$ cat src/rtl/mem_arb_pkg.sv
// Shared definitions for the unified I/D memory port arbiter: owner encoding and fetch byte-enable.
package mem_arb_pkg;

    typedef enum logic [1:0] {
        OWN_NONE = 2'd0,
        OWN_IF   = 2'd1,
        OWN_DATA = 2'd2
    } owner_e;

    localparam logic [3:0] FETCH_BE = 4'hF;

endpackage

$ cat src/rtl/mem_arb_grant.sv
// Combinational grant logic: data wins over fetch; with MEM_ARB_FAIR_EN a streak
// counter forces one fetch grant after MAX_DATA_STREAK data grants while fetch waits.
module mem_arb_grant #(
    parameter int MAX_DATA_STREAK = 4
) (
`ifdef MEM_ARB_FAIR_EN
    input  logic clk,
    input  logic rst,
`endif
    input  logic if_req,
    input  logic d_req,
    input  logic halt_q,
    output logic if_gnt,
    output logic d_gnt
);

    if (MAX_DATA_STREAK < 1 || MAX_DATA_STREAK > 15) begin : g_streak_range
        $error("MAX_DATA_STREAK must be within 1..15");
    end

    logic fetch_ok_s;
    assign fetch_ok_s = if_req & ~halt_q;

`ifdef MEM_ARB_FAIR_EN
    logic [3:0] streak_r;
    logic [3:0] streak_nxt_s;
    logic       fetch_wins_s;

    assign fetch_wins_s = fetch_ok_s && (streak_r == 4'(MAX_DATA_STREAK));

    // Grant decision with the fairness override.
    always_comb begin
        if_gnt = 1'b0;
        d_gnt  = 1'b0;
        if (fetch_wins_s) begin
            if_gnt = 1'b1;
        end else begin
            d_gnt  = d_req;
            if_gnt = fetch_ok_s & ~d_req;
        end
    end

    // Streak update: only data grants that make a live fetch wait count.
    always_comb begin
        streak_nxt_s = streak_r;
        if (if_gnt || !if_req) begin
            streak_nxt_s = 4'd0;
        end else if (d_gnt && fetch_ok_s) begin
            streak_nxt_s = streak_r + 4'd1;
        end else begin
            streak_nxt_s = streak_r;
        end
    end

    // Streak counter register.
    always_ff @(posedge clk or posedge rst) begin
        if (rst) begin
            streak_r <= 4'd0;
        end else begin
            streak_r <= streak_nxt_s;
        end
    end
`else
    // Strict data priority; fetch may starve under continuous data traffic.
    always_comb begin
        d_gnt  = d_req;
        if_gnt = fetch_ok_s & ~d_req;
    end
`endif

endmodule

$ cat src/rtl/mem_port_arbiter.sv
// Shares one synchronous-read memory port between fetch and load/store, steering each
// read back to its owner one cycle later. Optional fairness: define MEM_ARB_FAIR_EN.
module mem_port_arbiter
    import mem_arb_pkg::*;
#(
    parameter int ADDR_W          = 32,
    parameter int MAX_DATA_STREAK = 4
) (
    input  logic              clk,
    input  logic              rst,
    input  logic              if_req,
    input  logic [ADDR_W-1:0] if_addr,
    output logic              if_gnt,
    output logic              if_rvalid,
    output logic [31:0]       if_rdata,
    input  logic              d_req,
    input  logic              d_we,
    input  logic [ADDR_W-1:0] d_addr,
    input  logic [3:0]        d_be,
    input  logic [31:0]       d_wdata,
    output logic              d_gnt,
    output logic              d_rvalid,
    output logic [31:0]       d_rdata,
    input  logic              halt,
    output logic              mem_en,
    output logic              mem_we,
    output logic [ADDR_W-1:0] mem_addr,
    output logic [3:0]        mem_be,
    output logic [31:0]       mem_wdata,
    input  logic [31:0]       mem_rdata
);

    owner_e owner_r;
    logic   halt_q_r;
    logic   if_rvalid_r;
    logic   d_rvalid_r;
    logic   if_gnt_s;
    logic   d_gnt_s;

    mem_arb_grant #(
        .MAX_DATA_STREAK (MAX_DATA_STREAK)
    ) u_grant (
`ifdef MEM_ARB_FAIR_EN
        .clk    (clk),
        .rst    (rst),
`endif
        .if_req (if_req),
        .d_req  (d_req),
        .halt_q (halt_q_r),
        .if_gnt (if_gnt_s),
        .d_gnt  (d_gnt_s)
    );

    assign if_gnt = if_gnt_s;
    assign d_gnt  = d_gnt_s;

    // Memory port mux: the granted requester drives the port, otherwise all zero.
    always_comb begin
        mem_en    = 1'b0;
        mem_we    = 1'b0;
        mem_addr  = {ADDR_W{1'b0}};
        mem_be    = 4'h0;
        mem_wdata = 32'h0;
        if (d_gnt_s) begin
            mem_en    = 1'b1;
            mem_we    = d_we;
            mem_addr  = d_addr;
            mem_be    = d_be;
            mem_wdata = d_wdata;
        end else if (if_gnt_s) begin
            mem_en   = 1'b1;
            mem_addr = if_addr;
            mem_be   = FETCH_BE;
        end else begin
            mem_en = 1'b0;
        end
    end

    // Owner, sticky halt and response-valid registers; reset drops any outstanding response.
    always_ff @(posedge clk or posedge rst) begin
        if (rst) begin
            owner_r     <= OWN_NONE;
            halt_q_r    <= 1'b0;
            if_rvalid_r <= 1'b0;
            d_rvalid_r  <= 1'b0;
        end else begin
            halt_q_r    <= halt_q_r | halt;
            if_rvalid_r <= if_gnt_s;
            d_rvalid_r  <= d_gnt_s;
            if (d_gnt_s) begin
                owner_r <= OWN_DATA;
            end else if (if_gnt_s) begin
                owner_r <= OWN_IF;
            end else begin
                owner_r <= OWN_NONE;
            end
        end
    end

    assign if_rvalid = if_rvalid_r;
    assign d_rvalid  = d_rvalid_r;

    // Read data steering: the memory word goes to the owner of last cycle's access only.
    always_comb begin
        if_rdata = 32'h0;
        d_rdata  = 32'h0;
        case (owner_r)
            OWN_IF:   if_rdata = mem_rdata;
            OWN_DATA: d_rdata  = mem_rdata;
            default: begin
                if_rdata = 32'h0;
                d_rdata  = 32'h0;
            end
        endcase
    end

endmodule

$ cat config.mk
export PLATFORM = sky130hd
export DESIGN_NAME = mem_port_arbiter
export DESIGN_NICKNAME = d
export VERILOG_FILES = /design/src/rtl/mem_arb_pkg.sv /design/src/rtl/mem_arb_grant.sv /design/src/rtl/mem_port_arbiter.sv
export SDC_FILE = /design/constraint.sdc
export NUM_CORES = 1
export LEC_CHECK = 0
export ABC_CLOCK_PERIOD_IN_PS = 970
export CORE_AREA = 2 2 106 108
export CTS_CLUSTER_DIAMETER = 100
export DETAILED_ROUTE_END_ITERATION = 16
export DIE_AREA = 0 0 108 110
export GPL_ROUTABILITY_DRIVEN = 1
export PLACE_DENSITY_LB_ADDON = 0.12
export SYNTH_ARGS = -nofsm -noshare
export SYNTH_HDL_FRONTEND = slang
export SYNTH_SLANG_ARGS = --single-unit
$ cat constraint.sdc
create_clock -name clk -period 0.97 [get_ports clk]
set_input_delay 0.194 -clock clk [delete_from_list [all_inputs] [get_ports clk]]
set_output_delay 0.194 -clock clk [all_outputs]
set_load 0.01 [all_outputs]
* Word level (Yosys, flattened, before mapping) *
Cells that the tools add are included.

cells by class
  reduce and logical (&&, ||, !) cells = 0
  muxes and demuxes = 12
  divide/modulo/power cells = 0
  bitwise gates (word level) = 5
  add/sub/neg operators = 0
  shift operators = 0
  eq/ne operators = 2
  magnitude comparators = 0
  multipliers = 0

operators by type and width
  operator                                        count
  two-way mux 32 bit                              5
  two-way mux 4 bit                               2
  two-way mux 1 bit                               4
  bitwise AND 1 bit                               2
  == test 2 x 1 -> 1 bit (second input constant)  1
  == test 2 bit (second input constant)           1
  two-way mux 2 bit                               1
  NOT 1 bit                                       2
  bitwise OR 1 bit                                1

word-level totals
  memories = 0
  register bits = 5
  logic and storage cells = 23
  bits in latches = 0
  bits in writable memories = 0
  memory bits (read-only) = 0
  output and inout bits = 138

* Logic depth before layout (Yosys ltp) *
  depth after elaboration = 5
  mapped depth = 4

* By module *
Synthesis repeated with hierarchy kept, for this count alone.

second synthesis, totals
  cell total of the unflattened synthesis = 165
  area, all modules = 1193.6 sq um

by module, submodules not included
  module            cells each  area each (sq um)  instances  sequential area each (sq um)
  mem_port_arbiter  163         1173.6             1          100.1
  mem_arb_grant     2           20.0               1          0.0

* Worst setup path after synthesis *
Ideal clock, no wire load.

  path type = register to output
  from = register halt_q_r
  to = output mem_addr[10]
  arrival time = 0.979 ns
  data required time = 0.776 ns
  stages on the path, launching flop included = 4
  setup slack = -0.203 ns
  cells stage by stage = dfrtp_1 -> nand2b_2 -> buf_2 -> o21ai_1

between the ends
  word-level cells in the longest chain between the ends = 5

RTL lines
  item                    RTL line                RTL
  from (decl)             mem_port_arbiter.sv:34  logic halt_q_r;
  from (signal assigned)  mem_port_arbiter.sv:87  halt_q_r <= halt_q_r | halt;
  NOT 1 bit               mem_arb_grant.sv:22     assign fetch_ok_s = if_req & ~halt_q;
  bitwise AND 1 bit       mem_arb_grant.sv:22
  bitwise AND 1 bit       mem_arb_grant.sv:67     if_gnt = fetch_ok_s & ~d_req;
  two-way mux 32 bit      mem_port_arbiter.sv:70  end else if (if_gnt_s) begin
  two-way mux 32 bit      mem_port_arbiter.sv:64  if (d_gnt_s) begin
  to (decl)               mem_port_arbiter.sv:27  output logic [ADDR_W-1:0] mem_addr,

Every way passes these cells.

* Final worst setup path *
  from = register owner_r[0]
  to = output if_rdata[29]

between the ends
  word-level cells in the longest chain between the ends = 2

RTL lines
  item                    RTL line                 RTL
  from (decl)             mem_port_arbiter.sv:33   owner_e owner_r;
  from (signal assigned)  mem_port_arbiter.sv:82   owner_r <= OWN_NONE;
  from (signal assigned)  mem_port_arbiter.sv:91   owner_r <= OWN_DATA;
  from (signal assigned)  mem_port_arbiter.sv:93   owner_r <= OWN_IF;
  == test 2 x 1 -> 1 bit  mem_port_arbiter.sv:107  case (owner_r)
  two-way mux 32 bit      mem_port_arbiter.sv:107
  to (decl)               mem_port_arbiter.sv:15   output logic [31:0] if_rdata,

Every way passes these cells.

==> impl_metrics.json <==
{
  "fin_skew_ns": 0.00160,
  "comb_power_share_pct": 78.1,
  "ir_worst_vdd_mv": 0.236,
  "swShare_pct": 29.2,
  "min-delay-path-class": "input pin to async pin",
  "layout_common_cells": "103 x buf_6, 102 x clkdlybuf4s50_1, 73 x and2_4",
  "grt_pass1_wl_mm": 13.4,
  "htreeDepth": 1,
  "grt_usage_pct": 14.1,
  "synth_compound_area_share_pct": 13.6,
  "synth-xor-area-share_pct": 0,
  "synth-simple-area-share_pct": 70.3,
  "leakage_nw": 2.65,
  "worst_slack_ns": -0.696,
  "tightest_slew_ns": 0.183,
  "ys_top_cells_by_area": "and2_1 43%, nand2b_1 15%, o21ai_1 11%",
  "routed_wirelength_mm": 10.0,
  "fin_crit_sh_pct": 172,
  "drtPass1Iterations": 4,
  "antenna_left": 0,
  "drive_gt1_share_pct": 57.7,
  "synth_adder_area_share_pct": 0,
  "yosys_warnings": 0,
  "clock_sinks": 4,
  "clkSlewWorstSetupHoldPaths_ns": 0.03,
  "start_util_pct": 13.1,
  "pin_count": 276,
  "cts_max_path_buffers": 2,
  "grt_max_degree": 33,
  "cts_made_buffers": 3,
  "finalSetupTns_ns": -58.29,
  "failed_checks": "setup timing",
  "core_area_mm2": 0.0107,
  "final_hold_viol_count": 0,
  "die_w_um": 108,
  "synth_top_family_by_area": "simple AND/OR/NAND/NOR gates",
  "wl_per_cell_um": 14.5,
  "antenna_found_initial": 1,
  "worstSkewPairLatency_ns": 0.21,
  "crit_arrival_ns": 1.47,
  "period_minus_slack_ns": 1.67,
  "syn_area_per_cell_um2": 6.07,
  "syn2layout_area_growth_pct": 285,
  "holdBufCountCts": 0,
  "pwr-share-seq_pct": 7.3,
  "power.net_switching_uw": 695,
  "gp_congestion": 0.819,
  "grt_overflow": 0,
  "syn_nets": 368,
  "ys_types": 16,
  "nets": 691,
  "critical_path_class": "register to output port",
  "vias_per_cell": 3.97,
  "p_clk_share_pct": 14.6,
  "final_util_pct": 50.2,
  "crit_path_end_kind": "output port",
  "max_clock_freq_ghz": 0.600,
  "power.density_mw_per_mm2": 444,
  "tritoncts": "built",
  "multi_input_area_mm2": 0.00159,
  "drcViolationCount": 0,
  "synth_top_area_cell": "and2_1",
  "synthMuxAreaShare_pct": 0,
  "slew_viol_final": 0,
  "post-dp-hpwl_mm": 7.20,
  "internal-power_mw": 1.69,
  "final_common_cell": "buf_6",
  "nFillCells": 1062,
  "syn_inst": 230,
  "worstPathRequired_ns": 0.78,
  "slew_headroom_pct": 87.8,
  "status": "complete, but fails checks",
  "rsz0062_at_grt": "true",
  "grt_pass1_vias": 2612,
  "reg2regPathDepth": 3,
  "fp-row-count": 38,
  "start_kind": "register",
  "syn_area_mm2": 0.00140,
  "synth.top_cell.area_share_pct": 43.5,
  "synth.yosys.seq_area_share_pct": 7.17,
  "cap_viol_max_count": 0,
  "final-seq-area_um2": 101,
  "worstPathMaxFanout": 5,
  "fp.dieH_um": 110,
  "root_buffer": "clkbuf_8",
  "synth-seq-cells": 4,
  "io_buffers": 275,
  "setup_violations": 135,
  "num_vias": 2746,
  "die_area_mm2": 0.0119,
  "drt_iter0_drc": 63
}
state kept, by name, summed over array words and instances (netlist names):
| register | cells |
|---|---|
| owner_r | 2 |
| if_rvalid | 1 |
| halt_q_r | 1 |
worst max-delay path: stages (launching register included):
cell and delay [ns]:
dfrtp_1 0.39, nor2b_4 0.15, clkbuf_16 0.14, buf_8 0.12
buf_6 0.11, buf_6 0.10, and2_4 0.13, buf_6 0.11
power groups by stage:
| stage | combinational [mW] | sequential [mW] | clock (mW) |
|---|---|---|---|
| 2_1_floorplan | 0.532 | 0.175 | 0 |
| 3_3_place_gp | 1.61 | 0.174 | 0 |
| 3_5_place_dp | 1.61 | 0.174 | 0 |
| 4_1_cts | 1.65 | 0.172 | 0.348 |
| 5_1_grt | 1.99 | 0.174 | 0.369 |
| 6_report | 1.86 | 0.174 | 0.349 |
worst paths after layout:
kind,startpoint,end,slack (ns)
max,owner_r[0]$_DFF_PP0_,if_rdata[29],-0.70
min,rst,if_rvalid$_DFF_PP0_,0.17
max reg2reg,halt_q_r$_DFF_PP0_,halt_q_r$_DFF_PP0_,0.01
min reg2reg,halt_q_r$_DFF_PP0_,owner_r[0]$_DFF_PP0_,0.64
max in group asynchronous,rst,owner_r[1]$_DFF_PP0_,0.63
min in group clk,d_req,if_rvalid$_DFF_PP0_,0.40
through the flow:
stage	setup WS, ns	instance area, um^2	hold WS [ns]	std cells	power [mW]
final	-0.696	5370	0.172	692	2.38
after global routing	-0.738	5370	0.195	691	2.53
after CTS	-0.907	4940	0.180	677	2.17
after detailed placement	-0.971	4660	0.405	639	1.79
after global placement	-0.960	4660	0.394	639	1.78
after floorplan	-0.142	1710	-0.0399	230	0.707
repair_timing:
item	4_1_cts	5_1_grt
gates cloned	6	5
resized for setup	527	210
pin swaps	38	77
setup endpoints to repair	139	137
setup buffers	29	17
area by class of cell:
| cell class | count | area share, % |
|---|---|---|
| antenna | 1 | 0.0466 |
| clock buffer | 3 | 0.769 |
| multi-input combinational | 204 | 29.5 |
| inverter | 1 | 0.0699 |
| sequential | 4 | 1.89 |
| timing repair buffer | 339 | 64.5 |
| tap | 140 | 3.26 |
per-layer routing:
layer | vias up | track usage, % | share of wire (%)
met5 | - | 0 | 0
met4 | 0 | 2.75 | 1.1
met3 | 6 | 4.35 | 11
met2 | 154 | 28.7 | 56
met1 | 1229 | 13.8 | 33
li1 | 1357 | - | -
cell usage after synthesis:
library cell	number
dfrtp_1	4
buf_4	5
buf_2	13
nor3b_1	1
inv_1	1
o21ai_1	32
clkbuf_1	2
nand2b_2	1
nor3b_2	1
buf_6	1
nand2_1	32
or2_2	1
and2_1	97
a21o_1	4
nor2b_1	2
nand2b_1	33
logic make-up after synthesis:
family / after synthesis
AO/OA/AOI/OAI: 36
buffers and inverters: 22
flip-flops: 4
AND/OR/NAND/NOR: 168
Note: power is estimated with default switching activity, not from simulation.
